<file path="src/rtl/icap_reboot_seq.sv">
// Wishbone master that feeds the 18-byte Spartan-3A IPROG stream into the ICAP
// slave, one write per byte with ack handshaking and a per-transfer timeout.
module icap_reboot_seq #(
  parameter bit          BITSWAP = 1'b1,
  parameter int unsigned TIMEOUT = 255,
  parameter logic [7:0]  OPCODE  = 8'h0B
) (
  input  logic        clk,
  input  logic        reset,
  input  logic        go,
  input  logic [23:0] boot_addr,
  output logic        cyc_o,
  output logic        stb_o,
  output logic        we_o,
  output logic [31:0] dat_o,
  input  logic        ack_i,
  output logic        busy,
  output logic        done,
  output logic        err
);

  typedef enum logic [1:0] {S_IDLE, S_REQ, S_GAP, S_DONE} state_t;

  localparam logic [4:0] LAST_IDX     = 5'd17;
  // cnt_reg holds (REQ cycles elapsed - 1), so the last allowed cycle sees TIMEOUT-1
  localparam logic [7:0] TIMEOUT_LAST = 8'(TIMEOUT - 1);

  state_t      state_reg, state_next;
  logic [4:0]  idx_reg, idx_next;
  logic [7:0]  cnt_reg, cnt_next;
  logic [23:0] addr_reg, addr_next;
  logic        req_reg, req_next;
  logic [7:0]  byte_reg, byte_next;
  logic        busy_reg, busy_next;
  logic        done_reg, done_next;
  logic        err_reg, err_next;

  logic [4:0]  load_idx;
  logic [23:0] load_addr;
  logic [7:0]  load_raw;
  logic [7:0]  load_byte;

  function automatic logic [7:0] stream_byte(input logic [4:0] k, input logic [23:0] a);
    logic [7:0] b;
    case (k)
      5'd0, 5'd1: b = 8'hFF;
      5'd2:       b = 8'hAA;
      5'd3:       b = 8'h99;
      5'd4:       b = 8'h32;
      5'd5:       b = 8'h61;
      5'd6:       b = a[15:8];
      5'd7:       b = a[7:0];
      5'd8:       b = 8'h32;
      5'd9:       b = 8'h81;
      5'd10:      b = OPCODE;
      5'd11:      b = a[23:16];
      5'd12:      b = 8'h30;
      5'd13:      b = 8'hA1;
      5'd14:      b = 8'h00;
      5'd15:      b = 8'h0E;
      5'd16:      b = 8'h20;
      default:    b = 8'h00;
    endcase
    return b;
  endfunction

  // Byte to present on the next REQ entry: byte 0 of the new address from IDLE,
  // otherwise the following byte of the latched address.
  always_comb begin
    if (state_reg == S_IDLE) begin
      load_idx  = '0;
      load_addr = boot_addr;
    end else begin
      load_idx  = idx_reg + 5'd1;
      load_addr = addr_reg;
    end
    load_raw = stream_byte(load_idx, load_addr);
  end

  for (genvar gi = 0; gi < 8; gi++) begin : g_swap
    if (BITSWAP) begin : g_rev
      assign load_byte[gi] = load_raw[7-gi];
    end else begin : g_fwd
      assign load_byte[gi] = load_raw[gi];
    end
  end

  always_comb begin
    state_next = state_reg;
    idx_next   = idx_reg;
    cnt_next   = cnt_reg;
    addr_next  = addr_reg;
    req_next   = req_reg;
    byte_next  = byte_reg;
    busy_next  = busy_reg;
    done_next  = 1'b0;
    err_next   = err_reg;

    case (state_reg)
      S_IDLE: begin
        req_next  = 1'b0;
        busy_next = 1'b0;
        if (go) begin
          addr_next  = boot_addr;
          idx_next   = '0;
          cnt_next   = '0;
          err_next   = 1'b0;
          req_next   = 1'b1;
          busy_next  = 1'b1;
          byte_next  = load_byte;
          state_next = S_REQ;
        end
      end
      S_REQ: begin
        // ack has priority over an expiring timeout in the same cycle
        if (ack_i) begin
          req_next = 1'b0;
          if (idx_reg == LAST_IDX) begin
            done_next  = 1'b1;
            busy_next  = 1'b0;
            state_next = S_DONE;
          end else begin
            state_next = S_GAP;
          end
        end else if (cnt_reg == TIMEOUT_LAST) begin
          err_next   = 1'b1;
          req_next   = 1'b0;
          busy_next  = 1'b0;
          state_next = S_IDLE;
        end else begin
          cnt_next = cnt_reg + 8'd1;
        end
      end
      S_GAP: begin
        idx_next   = idx_reg + 5'd1;
        cnt_next   = '0;
        req_next   = 1'b1;
        byte_next  = load_byte;
        state_next = S_REQ;
      end
      S_DONE: begin
        state_next = S_IDLE;
      end
      default: begin
        state_next = S_IDLE;
        req_next   = 1'b0;
        busy_next  = 1'b0;
      end
    endcase
  end

  always_ff @(posedge clk) begin
    if (reset) begin
      state_reg <= S_IDLE;
      idx_reg   <= '0;
      cnt_reg   <= '0;
      addr_reg  <= '0;
      req_reg   <= 1'b0;
      byte_reg  <= '0;
      busy_reg  <= 1'b0;
      done_reg  <= 1'b0;
      err_reg   <= 1'b0;
    end else begin
      state_reg <= state_next;
      idx_reg   <= idx_next;
      cnt_reg   <= cnt_next;
      addr_reg  <= addr_next;
      req_reg   <= req_next;
      byte_reg  <= byte_next;
      busy_reg  <= busy_next;
      done_reg  <= done_next;
      err_reg   <= err_next;
    end
  end

  assign cyc_o = req_reg;
  assign stb_o = req_reg;
  assign we_o  = req_reg;
  assign dat_o = {24'd0, byte_reg};
  assign busy  = busy_reg;
  assign done  = done_reg;
  assign err   = err_reg;

endmodule

</file>
<file path="config.mk">
export PLATFORM = sky130hd
export DESIGN_NAME = icap_reboot_seq
export DESIGN_NICKNAME = d
export VERILOG_FILES = /design/src/rtl/icap_reboot_seq.sv
export SDC_FILE = /design/constraint.sdc
export NUM_CORES = 1
export LEC_CHECK = 0
export CAP_MARGIN = 20
export CELL_PAD_IN_SITES_DETAIL_PLACEMENT = 0
export CELL_PAD_IN_SITES_GLOBAL_PLACEMENT = 1
export CORE_ASPECT_RATIO = 0.75
export CORE_MARGIN = 1.5
export CORE_UTILIZATION = 37
export DETAILED_ROUTE_END_ITERATION = 8
export MAX_ROUTING_LAYER = met4
export PLACE_DENSITY = 0.81
export SYNTH_ARGS = -nofsm -noshare
export SYNTH_HDL_FRONTEND = slang
export SYNTH_SLANG_ARGS = --single-unit
</file>
<file path="constraint.sdc">
create_clock -name clk -period 2.5 [get_ports clk]
set_input_delay 0.5 -clock clk [delete_from_list [all_inputs] [get_ports clk]]
set_output_delay 0.5 -clock clk [all_outputs]
set_load 0.05 [all_outputs]
</file>
=== After elaboration in Yosys (flattened, before gate mapping) ===
Cells that the tools add are included.

* Add/subtract/negate cells: 2
* Reductions and logical operators: 15
* Mux-type cells: 28
* Bitwise gates (word level): 2
* Equality and inequality tests: 26

{| class="wikitable"
|+ Operators with widths
! operator !! number
|-
| $pmux W8 S14 || 1
|-
| $eq A5 B4 Y1 const B || 7
|-
| $mux W8 || 4
|-
| $mux W24 || 1
|-
| $pmux W8 S3 || 1
|-
| $eq A5 B3 Y1 const B || 4
|-
| $pmux W8 S2 || 1
|-
| $eq A5 B2 Y1 const B || 2
|-
| $eq A5 B5 Y1 const B || 2
|-
| $mux W1 || 10
|-
| $mux W5 || 2
|-
| $pmux W5 S2 || 1
|-
| $add A8 B1 Y8 const B || 1
|-
| $eq A8 B8 Y1 const B || 1
|-
| $ne A2 B2 Y1 const B || 4
|-
| $pmux W2 S4 || 1
|-
| $reduce_and A2 Y1 || 4
|-
| $reduce_and A4 Y1 || 2
|-
| $mux W2 || 3
|-
| $ne A3 B3 Y1 const B || 2
|-
| $add A5 B1 Y5 const B || 1
|-
| $eq A5 B1 Y1 const B || 1
|-
| $logic_not A5 Y1 || 1
|-
| $eq A2 B2 Y1 const B || 2
|-
| other kinds (10) || 14
|}

* Flip-flop bits (word level): 51
* Output and inout port bits: 38
* Input bits: 28

=== Logic depth before layout (Yosys ltp) ===
Gate-level depths: netlist (run 1).

* Depth in word-level cells: 7
* Mapped depth: 9
* Depth with buffers taken out: 7

=== Least setup slack after synthesis (run 1) ===
Ideal clock, no wire load.

* Kind: register to register
* Start point: reg idx_reg[1]
* End point: reg byte_reg[7]
* Slack: 0.380 ns
* Period minus slack after synthesis: 2.120 ns
* Path buffers: 0
* Stages on the path, launching flop included: 8
* Data arrival time: 2.029 ns
* Library setup time: 0.091 ns
* Cell sequence: dfxtp_1 -> inv_1 -> ha_1 -> or2_1 -> a2111oi_2 -> and2_2 -> a22oi_1 -> a311oi_1

* Longest elaborated chain between the ends: 7
* Elaborated cells on any way between the ends: 23
* Classes of those cells: add/sub (1); eq/ne (15); mux (4); reduce/logical (3)

{| class="wikitable"
|+ RTL lines
! what !! line !! RTL
|-
| start: declaration || 29 || <nowiki>logic [4:0] idx_reg, idx_next;</nowiki>
|-
| start signal: assignment || 165 || <nowiki>idx_reg <= idx_next;</nowiki>
|-
| $add A5 B1 Y5 (*) || 74 || <nowiki>load_idx = idx_reg + 5'd1;</nowiki>
|-
| $mux W5 (*) || 70 || <nowiki>if (state_reg == S_IDLE) begin</nowiki>
|-
| $eq A5 B4 Y1, or another cell as far along || 45 || <nowiki>case (k)</nowiki>
|-
| $reduce_or A2 Y1, on equally long branches || -- ||
|-
| $pmux W8 S14 (*) || 45 ||
|-
| $mux W8 || 103 || <nowiki>if (go) begin</nowiki>
|-
| $pmux W8 S2 (*) || 99 || <nowiki>case (state_reg)</nowiki>
|-
| end signal: assignment || 169 || <nowiki>byte_reg <= byte_next;</nowiki>
|-
| end: declaration || 33 || <nowiki>logic [7:0] byte_reg, byte_next;</nowiki>
|}

Every way passes the cells marked *; elsewhere a longest branch is shown, timed or not. The select of a mux whose other input is x is not followed.
A chain may end at the register's enable or synchronous reset.

=== Worst setup path after layout (run 1) ===
* Start point: reg idx_reg[0]
* End point: reg byte_reg[4]

The elaborated chain is that of the path after synthesis.

==> results of run 1 <==
-- cell families (layout without fill, tap and decap cells) --
family	Yosys count	in the layout
XOR/XNOR	11	11
other	1	24
AND/OR/NAND/NOR	155	155
AO/OA/AOI/OAI	96	96
adder cells (fa/ha/maj)	8	8
flip-flops	51	51
multiplexers	9	9
buffers and inverters	59	76
-- cells in the final DEF (no fill, tap or decap), types with 8 or more instances in the layout --
cell type        Yosys  routed
a21oi_1             41      41
buf_4               26      17
clkdlybuf4s50_1      0      41
conb_1               1      24
dfxtp_1             51      50
ha_1                 8       8
inv_1                9       9
nand2_1             62      62
nand3_1             14      14
nor2_1              35      35
nor3_1               9       9
o21ai_0              9       9
xnor2_1              8       8
-- metal layers --
metal | up-vias | part of all wire | track usage
met2 | 93 | 0.40 | 0.255
met1 | 1253 | 0.54 | 0.275
li1 | 1383 | - | -
met4 | 0 | 0.0045 | 0.0333
met5 | - | 0 | -
met3 | 2 | 0.057 | 0.0361
-- final cells by class --
type / count / area [um2] / share of cell area
flip-flops and latches: 51 / 1020 / 0.288
inverters: 10 / 37.5 / 0.0106
clock buffers: 5 / 68.8 / 0.0194
well taps: 105 / 131 / 0.0370
multi-input cells: 303 / 1730 / 0.486
clock inverters: 3 / 27.5 / 0.00774
repair buffers: 58 / 538 / 0.151
-- worst min-delay path by stage --
stage,startpoint,endpoint,slack [ns],depth (start not counted)
after floorplan,addr_reg[23],addr_reg[23],0.43,2
after global placement,addr_reg[9],addr_reg[9],0.44,2
after detailed placement,addr_reg[9],addr_reg[9],0.45,2
after CTS,addr_reg[11],addr_reg[11],0.46,2
after global routing,addr_reg[9],addr_reg[9],0.48,2
final,addr_reg[8],addr_reg[8],0.46,2
-- stage by stage --
step,hold slack (ns),std cells,utilization,power (uW)
floorplan,0.432,413,-,1440
global placement,0.439,527,0.440,1600
detailed placement,0.446,527,0.440,1600
CTS,0.462,535,0.452,2110
global route,0.482,535,0.453,2210
finish,0.459,535,0.453,2090
-- power breakdown --
group,internal [uW],total [uW],leakage (uW),switching [uW]
Sequential,881,927,0.000418,46.8
Combinational,221,657,0.000854,436
Clock,208,509,0.0000467,301
-- what timing repair did --
item / 4_1_cts / 5_1_grt
gates resized for setup: 0 / 2
endpoints found under the setup margin: 0 / 2
endpoints found under the hold margin: 0 / 0
hold buffers: 0 / 0
setup buffers: 0 / 0
-- tightest hold or removal path: cells and delay by family, from the launching register on --
| family | cells | cell delay [ns] |
|---|---|---|
| simple gates | 1 | 0.05 |
| compound gates | 1 | 0.05 |
| flops | 1 | 0.32 |
==> flow_metrics.py, run 1 <==
metrics = {
    "timing": {
        "rsz0062_at_grt": "false",
        "slew_violations": 0,
        "hold_violations": 0,
        "clock.fmax_mhz": 438,
        "post-route-period-util": 0.912,
        "finalWorstSetupSlack_ns": 0.219,
        "fin_setup_tns_ns": 0,
        "fin_crit_ns": 2.28,
        "tightest_slew_ns": 0.510,
        "clock-skew-final_ns": 0.00844,
        "timing.slew.headroom": 0.656,
        "finalSetupViolCount": 0,
    },
    "yosys": {
        "post-synth-top-area-cell": "dfxtp_1",
        "yosys_warnings": 0,
        "synth_flop_cell": "dfxtp_1",
        "synth_simple_gate_area_frac": 0.242,
        "seq_area_frac_synth": 0.342,
        "synth_top_area_share": 0.342,
        "yosysUniqueCellTypes": 54,
        "synthArstFlopShare": 0,
        "synth_top_cells_by_count": "nand2_1, dfxtp_1, a21oi_1",
        "syn_area_um2": 2990,
        "synth_area_leaders": "dfxtp_1, nand2_1, a21oi_1",
        "synth-edff-count": 0,
        "muxShareOfSynthArea": 0.0331,
        "ys_seq_elements": 51,
        "synth-xor-area-share": 0.0323,
        "synth-compound-area-share": 0.206,
        "syn_avg_cell_area_um2": 7.65,
        "synth_top_family_by_area": "simple AND/OR/NAND/NOR gates",
        "synth_most_common_cell": "nand2_1",
        "synthesis.instances": 390,
        "synthAdderAreaFrac": 0.0335,
    },
    "cts": {
        "htree_levels": 2,
        "cts_buffers": 5,
        "cts-root-buf": "clkbuf_8",
        "cts_buffer_depth": 2,
        "clock-sinks": 51,
        "clkSlewWorstSetupHoldPaths_ns": 0.11,
        "cts_tree": "done",
        "worstSkewPairLatency_ns": 0.31,
    },
    "setup_path": {
        "cp.arrival_ns": 2.49,
        "reg2regPathDepth": 8,
        "critical_path_buf_inv_count": 2,
        "path_common_cell": "buf_4",
        "rr_startpoint": "idx_reg[0]",
        "critPathSlowestCell": "dfxtp_1",
        "crit_cells": 8,
        "critPathLaunch": "idx_reg[0]",
        "r2r_slack_ns": 0.22,
        "timing.rr.end": "byte_reg[4]",
        "cp_max_fo": 12,
        "max_stage_delay_ns": 0.47,
        "cp-endpoint": "byte_reg[4]",
        "crit_chain": "ha_1, buf_4, nand3_1, xnor2_1, buf_4, a311oi_2, a21oi_1, a311oi_1",
        "critPathTopFamily": "compound AO/OA/AOI/OAI gates",
        "crit_type": "flip-flop to flip-flop",
        "crit_path_start_kind": "flip-flop",
        "cp-end-kind": "flip-flop",
        "worstPathRequired_ns": 2.71,
    },
    "pwr": {
        "vdd_ir_drop_max_mv": 0.233,
        "p_per_area_nw_per_um2": 589,
        "p_leak_uw": 0.00132,
    },
    "floorplanning": {
        "rows": 28,
        "die_area_um2": 8620,
        "top_level_ports": 66,
        "core_area_um2": 7850,
        "die_x_um": 107,
        "die_y_um": 80.8,
        "initial_utilization": 0.380,
    },
    "placed_design": {
        "numPortBuffers": 41,
        "dp_hpwl_mm": 5.49,
        "post-place-ws_ns": 0.217,
        "gp_congestion": 0.960,
        "dpl_cell_area_um2": 3450,
    },
    "finish": {
        "antenna_cells": 0,
        "largest_register_ffs": 24,
        "areaGrowthSynthToFinish_pct": 19.1,
        "fin_area_um2": 3550,
        "drive_above_1_share": 0.0953,
        "nets": 465,
        "fillers": 794,
    },
    "routing": {
        "num_vias": 2731,
        "totalWireLength_mm": 7.52,
        "drc": 0,
        "wire_per_inst_um": 14.1,
        "detail-route-antenna-nets": 0,
        "routed_via_density": 5.10,
        "drtPass1Iterations": 4,
        "drt_iter0_drc": 196,
    },
    "global_routing": {
        "antenna_found_initial": 0,
        "grt_pass1_wl_mm": 12.4,
        "first_global_vias": 2469,
        "grt_overflow_total": 0,
        "grt_max_degree": 35,
        "grt.total_usage": 0.184,
    },
    "status": {
        "outcome": "complete, no violations",
    },
    "job": {
        "maxCapViolations": 0,
    },
    "worst_hold_path": {
        "hp-class": "flip-flop to flip-flop",
    },
}
Power figures use the tool's default switching activity.
==> run 2, diff against run 1 <==
- CORE_ASPECT_RATIO: 0.75 -> 0.5
- clock period: 2.5 -> 2.4 ns (I/O delays scaled with it)
==> flow_metrics.py, run 2 (synthesis gave the netlist of run 1 again) <==
metrics = {
    "placed_design": {
        "numPortBuffers": 41,
        "dpl_cell_area_um2": 3450,
        "gp_congestion": 0.930,
        "dp_hpwl_mm": 5.37,
    },
    "setup_path": {
        "r2r_slack_ns": 0.19,
        "reg2regPathDepth": 7,
        "cp_max_fo": 7,
        "cp-end-kind": "flip-flop",
        "timing.rr.end": "byte_reg[7]",
        "critPathLaunch": "idx_reg[0]",
        "worstPathRequired_ns": 2.60,
        "rr_startpoint": "idx_reg[0]",
        "crit_type": "flip-flop to flip-flop",
        "crit_path_start_kind": "flip-flop",
        "cp.arrival_ns": 2.41,
    },
    "floorplanning": {
        "core_area_um2": 7570,
        "rows": 22,
        "die_y_um": 66.5,
        "die_x_um": 130,
        "initial_utilization": 0.394,
        "top_level_ports": 66,
        "die_area_um2": 8650,
    },
    "finish": {
        "drive_above_1_share": 0.0930,
        "antenna_cells": 0,
        "nets": 465,
        "mostFrequentLayoutCell": "nand2_1",
        "fin_area_um2": 3660,
        "mostFrequentLayoutCells": "nand2_1, dfxtp_1, a21oi_1, clkdlybuf4s50_1, nor2_1",
        "areaGrowthSynthToFinish_pct": 22.6,
        "largest_register_ffs": 24,
    },
    "job": {
        "maxCapViolations": 0,
    },
    "cts": {
        "cts_setup_buffers": 0,
        "htree_levels": 2,
        "worstSkewPairLatency_ns": 0.30,
        "cts-root-buf": "clkbuf_16",
        "cts_tree": "done",
        "clock-sinks": 51,
        "cts_buffer_depth": 2,
        "clkSlewWorstSetupHoldPaths_ns": 0.07,
        "cts_buffers": 5,
    },
    "routing": {
        "top_layer": "met4",
        "num_vias": 2715,
        "met2WireLength_mm": 3.13,
        "routed_via_density": 5.05,
        "wire_per_inst_um": 13.4,
        "met1Wirelength_mm": 3.74,
        "wl_met3_um": 289,
        "detail-route-antenna-nets": 0,
        "totalWireLength_mm": 7.20,
        "drt_iter0_drc": 189,
        "drc": 0,
        "drtPass1Iterations": 4,
    },
    "pwr": {
        "p_per_area_nw_per_um2": 700,
        "vdd_ir_drop_max_mv": 0.465,
        "p_leak_uw": 0.00136,
    },
    "timing": {
        "slew_violations": 0,
        "post-route-period-util": 0.920,
        "hold_violations": 0,
        "fin_crit_ns": 2.21,
        "finalSetupViolCount": 0,
        "tightest_slew_ns": 0.515,
        "clock.fmax_mhz": 453,
        "fin_setup_tns_ns": 0,
        "timing.slew.headroom": 0.655,
        "clock-skew-final_ns": 0.00294,
        "rsz0062_at_grt": "false",
    },
    "worst_hold_path": {
        "hold_end": "addr_reg[4]",
        "hp-class": "flip-flop to flip-flop",
        "hold_path.startpoint": "addr_reg[4]",
        "hold_depth": 2,
    },
    "global_routing": {
        "first_global_vias": 2368,
        "grt_overflow_total": 0,
        "antenna_found_initial": 0,
        "grt_max_degree": 33,
        "grt_pass1_wl_mm": 11.6,
        "grt.total_usage": 0.176,
    },
    "status": {
        "outcome": "complete, no violations",
    },
}
run 2: cell count changes in the layout (fill, tap and decap cells not counted):
cell | before | now
a2111oi_2 | 1 | 0
inv_8 | 1 | 0
xor2_1 | 2 | 3
clkbuf_8 | 5 | 0
xor2_2 | 1 | 0
clkbuf_16 | 0 | 5
inv_6 | 1 | 0
bufinv_16 | 0 | 2
a2111oi_4 | 0 | 1
run 2: layer usage:
layer  track usage  vias up
met5             -        -
met4        0.0500        0
met3        0.0337        4
met2         0.268       66
met1         0.238     1263
li1              -     1382
run 2: worst max-delay path by stage:
stage | cells after the start | to | slack [ns]
finish | 7 | byte_reg[7] | 0.19
global route | 7 | byte_reg[7] | 0.02
global placement | 7 | byte_reg[7] | 0.21
CTS | 7 | byte_reg[7] | 0.09
detailed placement | 7 | byte_reg[7] | 0.11
floorplan | 7 | byte_reg[7] | 0.28
run 2: where the power goes:
part | leakage, uW | switching, uW | internal, uW
logic | 0.000854 | 448 | 230
clock network | 0.0000900 | 322 | 597
registers | 0.000418 | 48.1 | 918
run 2: metrics by stage:
stage | power (uW) | setup WS (ns) | hold slack [ns] | util | std cells
finish | 2560 | 0.193 | 0.455 | 0.483 | 538
global route | 2680 | 0.0193 | 0.477 | 0.483 | 538
CTS | 2590 | 0.0887 | 0.457 | 0.482 | 538
detailed placement | 1660 | 0.114 | 0.446 | 0.456 | 530
global placement | 1660 | 0.211 | 0.442 | 0.456 | 530
floorplan | 1500 | 0.280 | 0.432 | - | 413
run 2: cell type report:
cell class | count | area [um2]
well taps | 108 | 135
repair buffers | 58 | 538
fillers | 784 | 3910
multi-input cells | 303 | 1730
inverters | 10 | 37.5
clock buffers | 5 | 125
clock inverters | 3 | 67.6
flip-flops and latches | 51 | 1020
run 2: timing repair:
| action | 4_1_cts | 5_1_grt |
|---|---|---|
| endpoints found under the setup margin | 0 | 5 |
| gates resized for setup | 0 | 2 |
| hold buffers | 0 | 0 |
run 2: critical path: stages, from the launching register on:
cell      delay, ns
dfxtp_1        0.41
ha_1           0.32
buf_4          0.17
nand3_1        0.13
xor2_1         0.42
and2_2         0.30
a22oi_1        0.10
a311oi_1       0.27
